[config.mk]
export PLATFORM = sky130hd
export DESIGN_NAME = serial_frame_tx
export DESIGN_NICKNAME = d
export VERILOG_FILES = /design/src/rtl/serial_frame_tx.sv
export SDC_FILE = /design/constraint.sdc
export NUM_CORES = 1
export LEC_CHECK = 0
export CORE_ASPECT_RATIO = 0.6
export CORE_UTILIZATION = 47
export CTS_CLUSTER_DIAMETER = 120
export CTS_CLUSTER_SIZE = 16
export DETAILED_ROUTE_END_ITERATION = 6
export GPL_ROUTABILITY_DRIVEN = 0
export HOLD_SLACK_MARGIN = 0.15
export PLACE_DENSITY = 0.74
export SYNTH_ARGS = -nofsm -noshare
export SYNTH_HDL_FRONTEND = slang
export SYNTH_SLANG_ARGS = --single-unit
[constraint.sdc]
create_clock -name clk -period 1.6 [get_ports clk]
set_input_delay 0.24 -clock clk [delete_from_list [all_inputs] [get_ports clk]]
set_output_delay 0.24 -clock clk [all_outputs]
set_load 0.01 [all_outputs]
[src/rtl/serial_frame_tx.sv]
// Framed serial transmitter: start bit, DATA_W bits LSB first, optional even parity, stop bit.
// Frame is F*BIT_TICKS cycles after the accept edge; loads are only taken while idle (ready_out), never queued.
module serial_frame_tx #(
    parameter int DATA_W    = 8,
    parameter int BIT_TICKS = 4,
    parameter int PARITY_EN = 1
) (
    input  logic              clk,
    input  logic              reset_in,
    input  logic [DATA_W-1:0] data_in,
    input  logic              load_in,
    output logic              ready_out,
    input  logic              abort_in,
    output logic              tx_out,
    output logic              busy_out,
    output logic              done_out
);

    localparam int TICK_W = (BIT_TICKS > 1) ? $clog2(BIT_TICKS) : 1;
    localparam int BIT_W  = (DATA_W > 1) ? $clog2(DATA_W) : 1;
    localparam logic [TICK_W-1:0] TICK_LAST = TICK_W'(BIT_TICKS - 1);
    localparam logic [BIT_W-1:0]  BIT_LAST  = BIT_W'(DATA_W - 1);

    typedef enum logic [2:0] {
        IDLE,
        START,
        DATA,
        PARITY,
        STOP
    } state_t;

    state_t              state, state_n;
    logic [TICK_W-1:0]   tick_cnt, tick_n;
    logic [BIT_W-1:0]    bit_cnt, bit_n;
    logic [DATA_W-1:0]   shift_reg, shift_n;
    logic                par_bit, par_n;
    logic                tx_n, ready_n, busy_n, done_n;
    logic                tick_last;

    assign tick_last = (tick_cnt == TICK_LAST);

    always_comb begin
        state_n = state;
        tick_n  = tick_cnt;
        bit_n   = bit_cnt;
        shift_n = shift_reg;
        par_n   = par_bit;
        done_n  = 1'b0;

        case (state)
            IDLE: begin
                if (load_in && ready_out) begin
                    state_n = START;
                    tick_n  = '0;
                    bit_n   = '0;
                    shift_n = data_in;
                    par_n   = ^data_in;
                end
            end
            START: begin
                if (tick_last) begin
                    tick_n  = '0;
                    state_n = DATA;
                end else begin
                    tick_n = tick_cnt + TICK_W'(1);
                end
            end
            DATA: begin
                if (tick_last) begin
                    tick_n  = '0;
                    shift_n = shift_reg >> 1;
                    if (bit_cnt == BIT_LAST) begin
                        bit_n   = '0;
                        state_n = (PARITY_EN != 0) ? PARITY : STOP;
                    end else begin
                        bit_n = bit_cnt + BIT_W'(1);
                    end
                end else begin
                    tick_n = tick_cnt + TICK_W'(1);
                end
            end
            PARITY: begin
                if (tick_last) begin
                    tick_n  = '0;
                    state_n = STOP;
                end else begin
                    tick_n = tick_cnt + TICK_W'(1);
                end
            end
            STOP: begin
                if (tick_last) begin
                    tick_n  = '0;
                    state_n = IDLE;
                    done_n  = 1'b1;
                end else begin
                    tick_n = tick_cnt + TICK_W'(1);
                end
            end
            default: begin
                state_n = IDLE;
                tick_n  = '0;
                bit_n   = '0;
            end
        endcase

        // Line level is derived from the next state so tx_out stays a pure register.
        case (state_n)
            START:   tx_n = 1'b0;
            DATA:    tx_n = shift_n[0];
            PARITY:  tx_n = par_n;
            default: tx_n = 1'b1;
        endcase
        ready_n = (state_n == IDLE);
        busy_n  = (state_n != IDLE);
    end

    always_ff @(posedge clk) begin
        if (reset_in || abort_in) begin
            state     <= IDLE;
            tick_cnt  <= '0;
            bit_cnt   <= '0;
            shift_reg <= '0;
            par_bit   <= 1'b0;
            tx_out    <= 1'b1;
            ready_out <= 1'b1;
            busy_out  <= 1'b0;
            done_out  <= 1'b0;
        end else begin
            state     <= state_n;
            tick_cnt  <= tick_n;
            bit_cnt   <= bit_n;
            shift_reg <= shift_n;
            par_bit   <= par_n;
            tx_out    <= tx_n;
            ready_out <= ready_n;
            busy_out  <= busy_n;
            done_out  <= done_n;
        end
    end

endmodule
== After elaboration in Yosys (flattened, before gate mapping) ==
Cells that the tools add are included.
Operators by class
  $add $sub $neg: 2
  equal/unequal tests: 11
  multiplexer cells: 21
  bitwise operators: 2
  reductions and logical operators: 12
Operator list (number)
  $mux W3: 9
  $mux W8: 2
  $pmux W8 S2: 1
  $pmux W3 S5: 1
  $eq A3 B2 Y1 const B: 4
  $pmux W3 S3: 1
  $reduce_xor A8 Y1: 1
  $eq A3 B1 Y1 const B: 2
  $eq A3 B3 Y1 const B: 2
  $logic_not A3 Y1: 2
  $reduce_and A3 Y1: 2
  $mux W2: 2
  $ne A2 B2 Y1 const B: 2
  $pmux W2 S2: 1
  $reduce_or A4 Y1: 1
  $add A3 B1 Y3 const B: 1
  $mux W1: 3
  $pmux W1 S3: 1
  $reduce_bool A3 Y1: 1
  $reduce_or A3 Y1: 1
  $add A2 B1 Y2 const B: 1
  $eq A2 B2 Y1 const B: 1
  $not A1 Y1: 2
  $reduce_bool A2 Y1: 1
  3 further kinds: 3
Storage, ports and cells
  bits in registers: 21
  input port bits: 12
  output and inout bits: 4
  logic and storage cells: 58

== Logic depth before layout (Yosys ltp) ==
  depth after elaboration: 6
  mapped depth: 6
  gate-level depth less buffers: 6

== Worst setup path before layout ==
No wires, ideal clock.
  path kind: flip-flop to flip-flop
  start: register tick_cnt[0]
  end: register tx_out
  setup time: 0.125 ns
  arrival time: 1.388 ns
  required time: 1.475 ns
  setup slack: 0.086 ns
  cell stages (with the launch flop): 7
  buffers on the path: 1
  period minus slack after synthesis: 1.514 ns
  path through: dfxtp_1 ha_1 and4bb_4 buf_6 a32o_1 a2111oi_2 o21ai_1
Between the ends
  cells in the longest elaborated chain, start to end: 5
  elaborated cells on any way between the ends: 12
  classes of those cells: eq/ne (4); mux (8)
Ends and longest elaborated chain
  from (decl): line 33  | logic [TICK_W-1:0] tick_cnt, tick_n;
  from (signal assigned): line 130  | tick_cnt <= tick_n;
  $eq A2 B2 Y1 (*): line 40  | assign tick_last = (tick_cnt == TICK_LAST);
  named net tick_last: line 38  | logic tick_last;
  $mux W3 (on tied branches)
  $pmux W3 S5: line 50  | case (state)
  $eq A3 B2 Y1 or $eq A3 B1 Y1 (tied branches): line 107  | case (state_n)
  $pmux W1 S3 (*): line 107
  to (signal assigned): line 134  | tx_out <= tx_n;
  to (decl): line 14  | output logic tx_out,
Mark *: on every way through the listed nets, which the timed path passes. The rest lies on a longest branch. The select of a mux whose other input is x is not followed.
A chain may end at the register's enable or synchronous reset.

== Final worst setup path ==
Same ends and word-level chain as after synthesis.

==> impl_metrics.ini <==
[status]
outcome = finished clean

[die]
die_y_um = 38.9
pin_count = 16
floorplan.die.width_um = 63.5
design.die.area_um2 = 2470
fp.coreArea_um2 = 1980
initial_core_util_pct = 53.9
fp-row-count = 12

[global_route]
grt_pass1_vias = 782
aggregate_global_route_resource_usage_pct = 21.2
grt_first_pass_wirelength_mm = 3.68
grt.overflow.total = 0
grt_max_degree = 13
antenna_found_initial = 0

[detailed_routing]
route.detailed.vias_per_inst = 5.56
routed_length_per_placed_instance_um = 14.3
via_count = 929
detail_route.drc_violations = 0
sum_of_routed_wire_length_over_all_layers_mm = 2.39
drt-pass1-iter-count = 4
initialDrtViolationCount = 64
detail_route_antenna_nets = 0

[yosys]
synth_cell_types = 40
synth_xor_xnor_area_share_pct = 6.57
yosys-mux-area-fraction_pct = 0
post_synth_fa_ha_maj_area_fraction_pct = 3.52
yosysWarnings = 0
synth-async-reset-ratio_pct = 0
ys_seq_area_share_pct = 39.4
syn-num-nets = 133
synth_area_per_cell_um2 = 9.04
main_combinational_cell_family_by_area_after_synthesis = compound AO/OA/AOI/OAI gates
post_synth_instance_area_um2 = 1070
synth-compound-area-share_pct = 23.1
yosys.area_share.simple_pct = 22.3
dominantRegCellSynth = dfxtp_1
postSynthRegisterBits = 21
netlist_instances = 118
synth-edff-count = 0

[final_layout]
final.fill_count = 169
diodes = 0
post_route_cells_drive_above_1_share_pct = 18.7
num-nets-final = 155
largest_reg_flops = 8
layoutNonFillerInstCount = 167
areaGrowthSynthToFinish_pct = 29.4

[pwr]
switching_power_w = 0.000260
power.clock.fraction_pct = 32.1
cell_pwr_density_nw_per_um2 = 777
cell_internal_pwr_w = 0.000813
post-layout-total-power_w = 0.00107
reg_power_share_pct = 50.9
power.share.switching_pct = 24.2
worst_ir_drop_on_vdd_mv = 0.500
cellLeakagePower_nw = 0.463
comb_power_share_pct = 17.0

[clock_tree]
cts_made_buffers = 3
root_cell_of_the_clock_tree = clkbuf_8
cts_tree = done
cts_hold_buf = 0
clk-insertion-delay-late_ns = 0.26
cts.sinks = 21
cts-root-to-sink-buffers = 2
clk_pin_slew_worst_paths_ns = 0.07
h-tree-depth = 1

[worst_setup_path]
endpoint_kind = flop
setup.worst_path.class = flop to flop
cell_class_contributing_the_biggest_share_of_worst_path_delay = compound AO/OA/AOI/OAI gates
r2r_slack_ns = 0.07
required_ns = 1.75
r2r-end = tx_out$_SDFF_PP1_
crit_slowest_cell = dfxtp_1
critPathArrivalTime_ns = 1.68
worstPathCellList = ha_4 > and4bb_4 > a21oi_2 > a2111oi_4 > o21ai_1
worst_r2r_path_depth = 5
reg2reg_from = tick_cnt[0]$_SDFFE_PP0P_
cp_max_fo = 9
critical_path.max_stage_delay_ns = 0.39
crit_path_start_kind = flop
critPathBufInv = 0

[run]
drv.max_cap_violation_count = 0

[placement]
port-buffer-count = 15
place_hpwl_mm = 1.73
placedCellCount = 162

[hold_path]
hold_start = shift_reg[2]$_SDFFE_PP0P_
min_to = shift_reg[2]$_SDFFE_PP0P_
holdPathStages = 2
hold_class = flop to flop

[sta]
period_share_pct = 95.8
relSlewSlack_pct = 75.9
maxClockFrequency_mhz = 652
finalMaxSlewViolations = 0
finalSetupViolations = 0
hold_ws_ns = 0.458
finClkSkew_ns = 0.00312
max_slew.worst_pin.slew_ns = 0.359
final-hold-violation-count = 0
period_needed_ns = 1.53
[power groups by stage]
stage	Clock [W]	Combinational [W]	Sequential, W
CTS	0.000358	0.000167	0.000545
finish	0.000344	0.000183	0.000546
global placement	0	0.000164	0.000557
detailed placement	0	0.000165	0.000557
floorplan	0	0.0000949	0.000557
global route	0.000379	0.000198	0.000548
[per-layer routing]
layer	up-vias	global-route usage, %	wire [um]
met5	-	0	0
met4	0	7.95	11
met3	2	6.47	101
met2	18	30.9	1060
met1	441	29.4	1220
li1	468	-	-
[cells by family after synthesis]
family                   after synthesis
adder cells (fa/ha/maj)                3
AO/OA/AOI/OAI                         36
flip-flops                            21
buffers and inverters                 11
XOR/XNOR                               8
AND/OR/NAND/NOR                       39
[stage by stage]
step / util [%] / cell area, um^2 / worst slack, ns / setup TNS, ns
floorplan: - / 1070 / 0.0862 / 0
global placement: 64.0 / 1270 / -0.0742 / -0.265
detailed placement: 64.0 / 1270 / -0.125 / -0.468
CTS: 66.4 / 1320 / -0.00541 / -0.00541
global route: 69.7 / 1380 / -0.00832 / -0.00832
finish: 69.7 / 1380 / 0.0670 / 0
[worst min-delay path: cells and delay by family (launching register included)]
family             cells  cell delay [ns]
AOI/OAI and AO/OA      1             0.05
and+or+nand+nor        1             0.05
DFF                    1             0.31
[area by class of cell]
type	instances	area (um^2)	area share, %
Multi-Input combinational cell	86	637	46.1
Inverter	5	18.8	1.36
Timing Repair Buffer	23	223	16.1
Clock buffer	4	45.0	3.26
Sequential cell	21	423	30.6
Tap cell	28	35.0	2.54
[cells in the mapped netlist, types with 2 or more instances]
library cell / n / share of area [%]
a211oi_1: 3 / 2.1
a21o_1: 2 / 1.4
a21oi_1: 13 / 6.1
a22oi_1: 7 / 4.9
and2_1: 2 / 1.2
buf_2: 2 / 0.94
clkbuf_1: 2 / 0.70
dfxtp_1: 21 / 39
ha_1: 3 / 3.5
inv_1: 5 / 1.8
nand2_1: 12 / 4.2
nand3_1: 4 / 1.9
nor2_1: 5 / 1.8
o21ai_0: 2 / 0.94
or2_2: 2 / 1.2
or3_1: 2 / 1.2
xnor2_1: 8 / 6.6
[layout by cell type (no fill, tap or decap), types with 2 or more instances in the layout]
master           instances
dfxtp_1                 19
clkdlybuf4s50_1         15
a21oi_1                 13
nand2_1                 12
xnor2_1                  8
a22oi_1                  7
buf_4                    7
inv_1                    5
nor2_1                   5
a211oi_1                 3
o21ai_1                  3
nand3_1                  3
clkbuf_8                 3
or2_2                    2
a21o_1                   2
or3_1                    2
and2_1                   2
dfxtp_2                  2
[worst max-delay path by stage]
stage | from | end | cells after the start
floorplan | tick_cnt[0]$_SDFFE_PP0P_ | tx_out$_SDFF_PP1_ | 6
global placement | load_in | tx_out$_SDFF_PP1_ | 5
detailed placement | load_in | bit_cnt[1]$_SDFFE_PP0P_ | 5
CTS | bit_cnt[0]$_SDFFE_PP0P_ | bit_cnt[1]$_SDFFE_PP0P_ | 6
global route | tick_cnt[0]$_SDFFE_PP0P_ | tx_out$_SDFF_PP1_ | 5
finish | tick_cnt[0]$_SDFFE_PP0P_ | tx_out$_SDFF_PP1_ | 5
[timing repair]
action,4_1_cts,5_1_grt
pin swaps,1,2
setup buffers,0,1
gates resized for setup,1,10
setup endpoints to repair,4,10
Note: power is estimated with default switching activity, not from simulation.
